## src/rtl/shift_issue_stage.sv

```systemverilog
// shift_issue_stage: 2-entry skid-buffered issue stage computing SLL/SRL/SRA for a downstream shifter
module shift_issue_stage #(
  parameter int N = 5,
  parameter int S = 3
) (
  input  logic         clk,
  input  logic         rst,
  input  logic         in_valid,
  output logic         in_ready,
  input  logic [N-1:0] in_a,
  input  logic [S-1:0] in_s,
  input  logic [1:0]   in_op,
  output logic         out_valid,
  input  logic         out_ready,
  output logic [N-1:0] out_y,
  output logic         out_err,
  output logic [7:0]   out_count
);

  logic         skid_v;
  logic [N-1:0] skid_a;
  logic [S-1:0] skid_s;
  logic [1:0]   skid_op;
  logic [N:0]   in_res;
  logic [N:0]   skid_res;
  logic         acc;
  logic         drain;

  // Returns {err, y}; shifts of N or more naturally flush to zero or to the sign fill
  function automatic logic [N:0] calc(input logic [N-1:0] a, input logic [S-1:0] s, input logic [1:0] op);
    calc = op == 2'd0 ? {1'b0, a << s} :
           op == 2'd1 ? {1'b0, a >> s} :
           op == 2'd2 ? {1'b0, $signed(a) >>> s} :
                        {1'b1, a};
  endfunction

  assign in_res   = calc(in_a, in_s, in_op);
  assign skid_res = calc(skid_a, skid_s, skid_op);
  assign in_ready = !skid_v;
  assign acc      = in_valid && in_ready;
  assign drain    = out_valid && out_ready;

  // Output register fills from skid first, then from input; new requests park in skid when output stalls
  always_ff @(posedge clk or negedge rst) begin
    if (!rst) begin
      out_valid <= 1'b0;
      out_y     <= '0;
      out_err   <= 1'b0;
      out_count <= 8'd0;
      skid_v    <= 1'b0;
      skid_a    <= '0;
      skid_s    <= '0;
      skid_op   <= 2'd0;
    end else begin
      if (drain) out_count <= out_count + 8'd1;
      if (skid_v) begin
        if (drain) begin
          {out_err, out_y} <= skid_res;
          skid_v           <= 1'b0;
        end
      end else if (acc) begin
        if (!out_valid || drain) begin
          {out_err, out_y} <= in_res;
          out_valid        <= 1'b1;
        end else begin
          skid_a  <= in_a;
          skid_s  <= in_s;
          skid_op <= in_op;
          skid_v  <= 1'b1;
        end
      end else if (drain) begin
        out_valid <= 1'b0;
      end
    end
  end

endmodule
```

## config.mk

```make
export PLATFORM = sky130hd
export DESIGN_NAME = shift_issue_stage
export DESIGN_NICKNAME = d
export VERILOG_FILES = /design/src/rtl/shift_issue_stage.sv
export SDC_FILE = /design/constraint.sdc
export NUM_CORES = 1
export LEC_CHECK = 0
export ABC_AREA = 1
export BUFFER_PORTS_ARGS = -buffer_cell sky130_fd_sc_hd__buf_4
export CAP_MARGIN = 20
export CORE_MARGIN = 2
export CORE_UTILIZATION = 35
export CTS_CLUSTER_SIZE = 14
export DETAILED_ROUTE_END_ITERATION = 8
export SYNTH_ARGS = -nofsm -noshare
export SYNTH_HDL_FRONTEND = slang
export SYNTH_SLANG_ARGS = --single-unit
```

## constraint.sdc

```tcl
create_clock -name clk -period 1.31 [get_ports clk]
set_input_delay 0.1965 -clock clk [delete_from_list [all_inputs] [get_ports clk]]
set_output_delay 0.1965 -clock clk [all_outputs]
set_load 0.01 [all_outputs]
```

==> results of run 1 <==
-- state kept, by name (all words and copies together), names as in the netlist --
register   cells
out_count      8
out_y          5
skid_a         5
skid_s         3
skid_op        2
out_err        1
out_valid      1
skid_v         1
-- worst max-delay path, stage by stage (launching register included) --
cell,delay (ps)
dfrtp_2,430
buf_2,170
nor2_1,60
a21oi_2,150
nor2_1,70
a21oi_1,130
nand3_1,90
nand3_1,100
nand2_1,50
-- power groups by stage --
stage,clock (mW),sequential [mW],combinational [mW]
finish,0.672,1.58,2.77
global route,0.724,1.64,3.06
CTS,0.687,1.55,2.37
detailed placement,0,1.55,2.34
global placement,0,1.55,2.34
floorplan,0,1.49,1.50
-- routing by layer --
layer	vias up	track usage	share of wire
li1	1015	-	-
met1	915	0.251	0.46
met2	64	0.269	0.47
met3	14	0.0209	0.042
met4	0	0.0482	0.021
met5	-	0	0
-- kinds of logic (layout without fill, tap and decap cells) --
| logic type | Yosys count | after routing | synth area share |
|---|---|---|---|
| buffers and inverters | 36 | 89 | 0.0901 |
| AO/OA/AOI/OAI | 40 | 40 | 0.113 |
| adder cells (fa/ha/maj) | 1 | 1 | 0.00662 |
| XOR/XNOR | 7 | 7 | 0.0325 |
| flip-flops | 26 | 26 | 0.344 |
| AND/OR/NAND/NOR | 171 | 171 | 0.406 |
| multiplexers | 1 | 1 | 0.00794 |
-- metrics by stage --
stage | hold WS [ps] | util | power (mW)
3_3_place_gp | 127 | 0.442 | 3.89
5_1_grt | 129 | 0.488 | 5.43
6_report | 131 | 0.488 | 5.02
4_1_cts | 130 | 0.460 | 4.61
3_5_place_dp | 126 | 0.442 | 3.89
2_1_floorplan | -99.1 | - | 2.99
-- cell type report --
cell class                 instances  area share
timing repair buffer              59       0.185
sequential                        26       0.260
clock inverter                     1      0.0119
multi-input combinational        220       0.452
tap                               70      0.0347
inverter                          26      0.0396
clock buffer                       3      0.0164
-- final timing paths --
| check | startpoint | end | slack, ps | depth (start not counted) |
|---|---|---|---|---|
| hold / removal | out_ready | out_valid$_DFFE_PN0P_ | 130 | 2 |
| setup reg to reg | skid_s[0]$_DFFE_PN0P_ | out_y[1]$_DFFE_PN0P_ | -40 | 8 |
| setup / recovery | skid_s[0]$_DFFE_PN0P_ | out_y[1]$_DFFE_PN0P_ | -40 | 8 |
| min in group asynchronous | rst | out_count[6]$_DFFE_PN0P_ | 360 | 2 |
| max in group asynchronous | rst | skid_s[1]$_DFFE_PN0P_ | 680 | 2 |
| hold reg to reg | out_count[7]$_DFFE_PN0P_ | out_count[7]$_DFFE_PN0P_ | 480 | 1 |
-- cell usage after synthesis --
cell / number / area, um^2
o21ai_1: 14 / 70.1
xor2_1: 5 / 43.8
dfrtp_1: 26 / 651
mux2_4: 1 / 15.0
ha_1: 1 / 12.5
nand2_2: 6 / 37.5
nor3_2: 1 / 10.0
buf_4: 3 / 22.5
nand2_4: 1 / 11.3
o211ai_1: 1 / 7.51
buf_2: 5 / 25.0
inv_4: 1 / 6.26
nand4_1: 3 / 18.8
nand3b_1: 1 / 7.51
a22oi_1: 1 / 7.51
inv_2: 14 / 52.6
a21oi_2: 1 / 8.76
nand3_1: 32 / 160
nor3_4: 1 / 16.3
nor2_4: 3 / 33.8
inv_1: 11 / 41.3
nor2_1: 17 / 63.8
o21a_1: 1 / 7.51
o22ai_1: 1 / 6.26
xnor2_1: 2 / 17.5
nand2_1: 102 / 383
o21ai_0: 6 / 30.0
nor2_2: 4 / 25.0
buf_6: 2 / 22.5
a21oi_1: 15 / 75.1
-- repair_timing --
item                                    in CTS  in global routing
buffers inserted                             1                  8
hold buffers                                 1                  0
endpoints found under the setup margin       2                 16
pin swaps                                    1                 11
resized for setup                            4                 29
endpoints found under the hold margin       26                  0
==> impl_metrics.py, run 1 <==
metrics = {
    "final_layout": {
        "diodes": 0,
        "drive_gt1_frac": 0.352,
        "multi_input_area_mm2": 0.00114,
        "areaGrowthSynthToFinish_pct": 33.6,
        "regArea_um2": 657,
        "mostFrequentLayoutCells": "96 x nand2_1, 53 x buf_4, 29 x nand3_1",
        "final_cell_area_mm2": 0.00252,
        "final_common_cell": "nand2_1",
        "layoutNonFillerInstCount": 405,
        "final_nets": 351,
        "num-fill-cells": 509,
    },
    "sta": {
        "finalSetupViolations": 1,
        "clock.fmax_mhz": 741,
        "finalMaxSlewViolations": 0,
        "finClkSkew_ps": 2.12,
        "slew_headroom": 0.781,
        "rsz0062_at_grt": "yes",
        "layout_setup_ws_ps": -39.0,
        "setup_tns_ps": -39.0,
        "hold_viol": 0,
        "max_slew.worst_pin.slew_ps": 328,
        "finalCriticalPeriod_ps": 1350,
        "timing.final.crit_share": 1.03,
    },
    "floorplan": {
        "floorplan.core_area_mm2": 0.00517,
        "io_pins": 30,
        "rows": 26,
        "initial_utilization": 0.365,
        "die_w_um": 77.5,
        "dieArea_mm2": 0.00600,
        "fp.dieH_um": 77.5,
    },
    "power_and_ir_drop": {
        "internal_power_mw": 2.81,
        "switching_share": 0.440,
        "leakage_nw": 1.30,
        "seqPwrFrac": 0.315,
        "power.switching_mw": 2.21,
        "clkPwrFrac": 0.134,
        "pwr-share-comb": 0.551,
        "power.density_mw_per_mm2": 1990,
        "ir_drop_uv": 591,
    },
    "drt": {
        "drc": 0,
        "routed_wl_um": 5280,
        "wl_per_cell_um": 13.0,
        "firstDrtPassIters": 5,
        "first_iter_violations": 187,
        "detail_route.vias_per_cell": 4.96,
        "ant_nets": 0,
        "vias": 2008,
    },
    "cts": {
        "clk_pin_slew_worst_paths_ps": 90,
        "htree_levels": 1,
        "cts_root_buf": "clkbuf_8",
        "clock_sinks": 26,
        "cts_buffer_depth": 2,
        "cts_buffers": 3,
        "worst_skew_pair.late_latency_ps": 270,
        "cts_tree": "done",
    },
    "logic_synthesis": {
        "synth_seq_area_share": 0.344,
        "synth_nets": 297,
        "synth_cell_type_count": 30,
        "synth_cells": 282,
        "yosys_register_bits": 26,
        "synth_warnings": 0,
        "syn-cell-area_mm2": 0.00189,
        "syn_area_per_cell_um2": 6.70,
    },
    "critical_path": {
        "critical_path_peak_fanout": 6,
        "critPathRequiredTime_ps": 1480,
        "path_class": "reg -> reg",
        "critPathCaptureType": "flop",
        "crit_arrival_ps": 1520,
        "worstSetupStartpointType": "flop",
    },
    "global_route": {
        "grt_pass1_wl_um": 8470,
        "grt_max_degree": 27,
        "antenna_found_initial": 0,
        "first_global_vias": 1758,
        "track_usage": 0.172,
        "overflow": 0,
    },
    "min_path": {
        "holdCritPathClass": "in -> reg",
    },
    "place": {
        "dpl.cell_count": 391,
        "postPlaceCellArea_mm2": 0.00229,
        "place.detailed.hpwl_um": 3860,
        "portBuffers": 29,
        "routabilityCongestion": 0.879,
        "pre_cts_slack_ps": -24.8,
    },
    "job": {
        "cap_violations": 0,
    },
    "outcome": {
        "violations": "negative setup slack",
        "status": "finished with violations",
    },
}
Power figures use the tool's default switching activity.
==> inputs of run 2 (changes only) <==
--- a/constraint.sdc
+++ b/constraint.sdc
@@ -3,2 +3,2 @@
 set_output_delay 0.1965 -clock clk [all_outputs]
-set_load 0.01 [all_outputs]
+set_load 0.05 [all_outputs]
==> run 2 against run 1 <==
The flow still finishes with violations (negative setup slack). Register-to-register slack about the same. Worst setup slack better by 0.88 ps. Die area unchanged. Sequential cell count unchanged. Sequential power up 3%.
==> impl_metrics.py, run 2 (synthesis gave the netlist of run 1 again) <==
metrics = {
    "drt": {
        "wl_per_cell_um": 12.9,
        "detail_route.vias_per_cell": 4.88,
        "first_iter_violations": 74,
        "drc": 0,
        "vias": 1975,
        "ant_nets": 0,
        "firstDrtPassIters": 4,
        "routed_wl_um": 5210,
    },
    "sta": {
        "rsz0062_at_grt": "yes",
        "finalSetupViolations": 2,
        "max_slew.worst_pin.slew_ps": 336,
        "slew_headroom": 0.776,
        "finalMaxSlewViolations": 0,
        "finClkSkew_ps": 2.30,
        "finalCriticalPeriod_ps": 1350,
        "timing.final.crit_share": 1.03,
        "clock.fmax_mhz": 742,
        "layout_setup_ws_ps": -38.1,
        "hold_viol": 0,
        "setup_tns_ps": -39.8,
    },
    "global_route": {
        "grt_max_degree": 27,
        "top_usage_layer": "met2",
        "grtUsageMet3": 0.0163,
        "overflow": 0,
        "grt_pass1_wl_um": 8220,
        "grt_util_met2": 0.272,
        "track_usage": 0.169,
        "antenna_found_initial": 0,
        "grt_use_met1": 0.239,
        "first_global_vias": 1801,
    },
    "place": {
        "portBuffers": 29,
        "dpl.cell_count": 391,
        "place.detailed.hpwl_um": 3880,
        "routabilityCongestion": 0.892,
        "postPlaceCellArea_mm2": 0.00231,
    },
    "cts": {
        "clk_pin_slew_worst_paths_ps": 100,
        "htree_levels": 1,
        "cts_tree": "done",
        "clock_sinks": 26,
        "cts_buffers": 3,
        "cts_buffer_depth": 2,
        "worst_skew_pair.late_latency_ps": 280,
        "cts_root_buf": "clkbuf_8",
    },
    "final_layout": {
        "max_flop_register": "out_count",
        "drive_gt1_frac": 0.379,
        "areaGrowthSynthToFinish_pct": 35.0,
        "largest_reg_flops": 8,
        "final_cell_area_mm2": 0.00255,
        "final_nets": 351,
        "num-fill-cells": 511,
        "reg_top3": "out_count: 8 flops, out_y: 5 flops, skid_a: 5 flops",
        "layoutNonFillerInstCount": 405,
        "final_common_cell": "nand2_1",
        "diodes": 0,
        "utilization": 0.493,
        "mostFrequentLayoutCells": "94 x nand2_1, 55 x buf_4, 29 x nand3_1",
    },
    "power_and_ir_drop": {
        "leakage_nw": 1.29,
        "p_total_mw": 5.72,
        "power.density_mw_per_mm2": 2240,
        "ir_drop_uv": 838,
        "internal_power_mw": 2.86,
        "power.switching_mw": 2.86,
        "seqPwrFrac": 0.284,
        "pwr-share-comb": 0.595,
        "clkPwrFrac": 0.121,
        "switching_share": 0.500,
    },
    "critical_path": {
        "critPathCaptureType": "flop",
        "cp_slowest_stage_delay_ps": 480,
        "crit_chain": "buf_6 -> nand2_2 -> o21ai_1 -> nand2_1 -> nand2_2 -> a21oi_2 -> nand3_1 -> nand3_1 -> nand2_1",
        "slowest_stage": "dfrtp_2",
        "critical_path_peak_fanout": 5,
        "critPathRequiredTime_ps": 1490,
        "crit_arrival_ps": 1530,
        "path_class": "reg -> reg",
        "worstSetupStartpointType": "flop",
    },
    "floorplan": {
        "floorplan.core_area_mm2": 0.00517,
        "dieArea_mm2": 0.00600,
        "rows": 26,
        "die_w_um": 77.5,
        "fp.dieH_um": 77.5,
        "initial_utilization": 0.365,
        "io_pins": 30,
    },
    "job": {
        "cap_violations": 0,
    },
    "outcome": {
        "violations": "negative setup slack",
        "status": "finished with violations",
    },
    "min_path": {
        "holdCritPathClass": "in -> reg",
    },
}
==> run 2: cell counts in the layout (fill, tap and decap cells not counted) <==
Identical to the previous run, type by type.
==> run 2: repair_timing <==
item	CTS	global route
pin swaps	1	15
hold buffers	1	0
endpoints found under the setup margin	4	7
gates resized for setup	5	28
hold endpoints to repair	26	0
setup buffers	1	8
==> run 2: through the flow <==
step	setup slack [ps]	hold WS, ps
final	-38.1	156
after global routing	-112	153
after CTS	-6.26	154
after detailed placement	-93.8	125
after global placement	-125	126
after floorplan	-90.6	-99.1
==> run 2: layout make-up <==
type,instances,area [um^2],area share
Clock buffer,3,41.3,0.0162
Clock inverter,1,30.0,0.0118
Inverter,26,103,0.0402
Multi-Input combinational cell,220,1160,0.454
Sequential cell,26,664,0.261
Tap cell,70,87.6,0.0343
Timing Repair Buffer,59,465,0.183
==> run 2: layer usage <==
metal | routed length, um | vias up
met5 | 0 | -
li1 | - | 1012
met4 | 99 | 0
met1 | 2380 | 902
met2 | 2500 | 52
met3 | 225 | 9
==> run 2: final timing paths <==
check	startpoint	cells after the start	endpoint	slack (ps)
min in group asynchronous	rst	2	out_count[6]$_DFFE_PN0P_	350
setup reg to reg	skid_s[0]$_DFFE_PN0P_	9	out_y[1]$_DFFE_PN0P_	-40
setup / recovery	skid_s[0]$_DFFE_PN0P_	9	out_y[1]$_DFFE_PN0P_	-40
hold / removal	out_ready	2	out_valid$_DFFE_PN0P_	160
hold reg to reg	out_count[7]$_DFFE_PN0P_	1	out_count[7]$_DFFE_PN0P_	470
max in group asynchronous	rst	2	out_valid$_DFFE_PN0P_	680
==> run 2: worst max-delay path, delay by kind of cell, from the launching register on <==
kind	cells	cell delay, ps
flip-flops	1	480
AO/OA/AOI/OAI	2	180
AND/OR/NAND/NOR	6	430
buffers and inverters	1	140
==> run 2: power by group through the flow <==
| stage | registers (mW) | clock network, mW | logic (mW) |
|---|---|---|---|
| after global placement | 1.59 | 0 | 3.00 |
| final | 1.63 | 0.690 | 3.40 |
| after floorplan | 2.11 | 0 | 1.55 |
| after global routing | 1.70 | 0.725 | 3.70 |
| after CTS | 1.60 | 0.696 | 3.04 |
| after detailed placement | 1.60 | 0 | 2.99 |
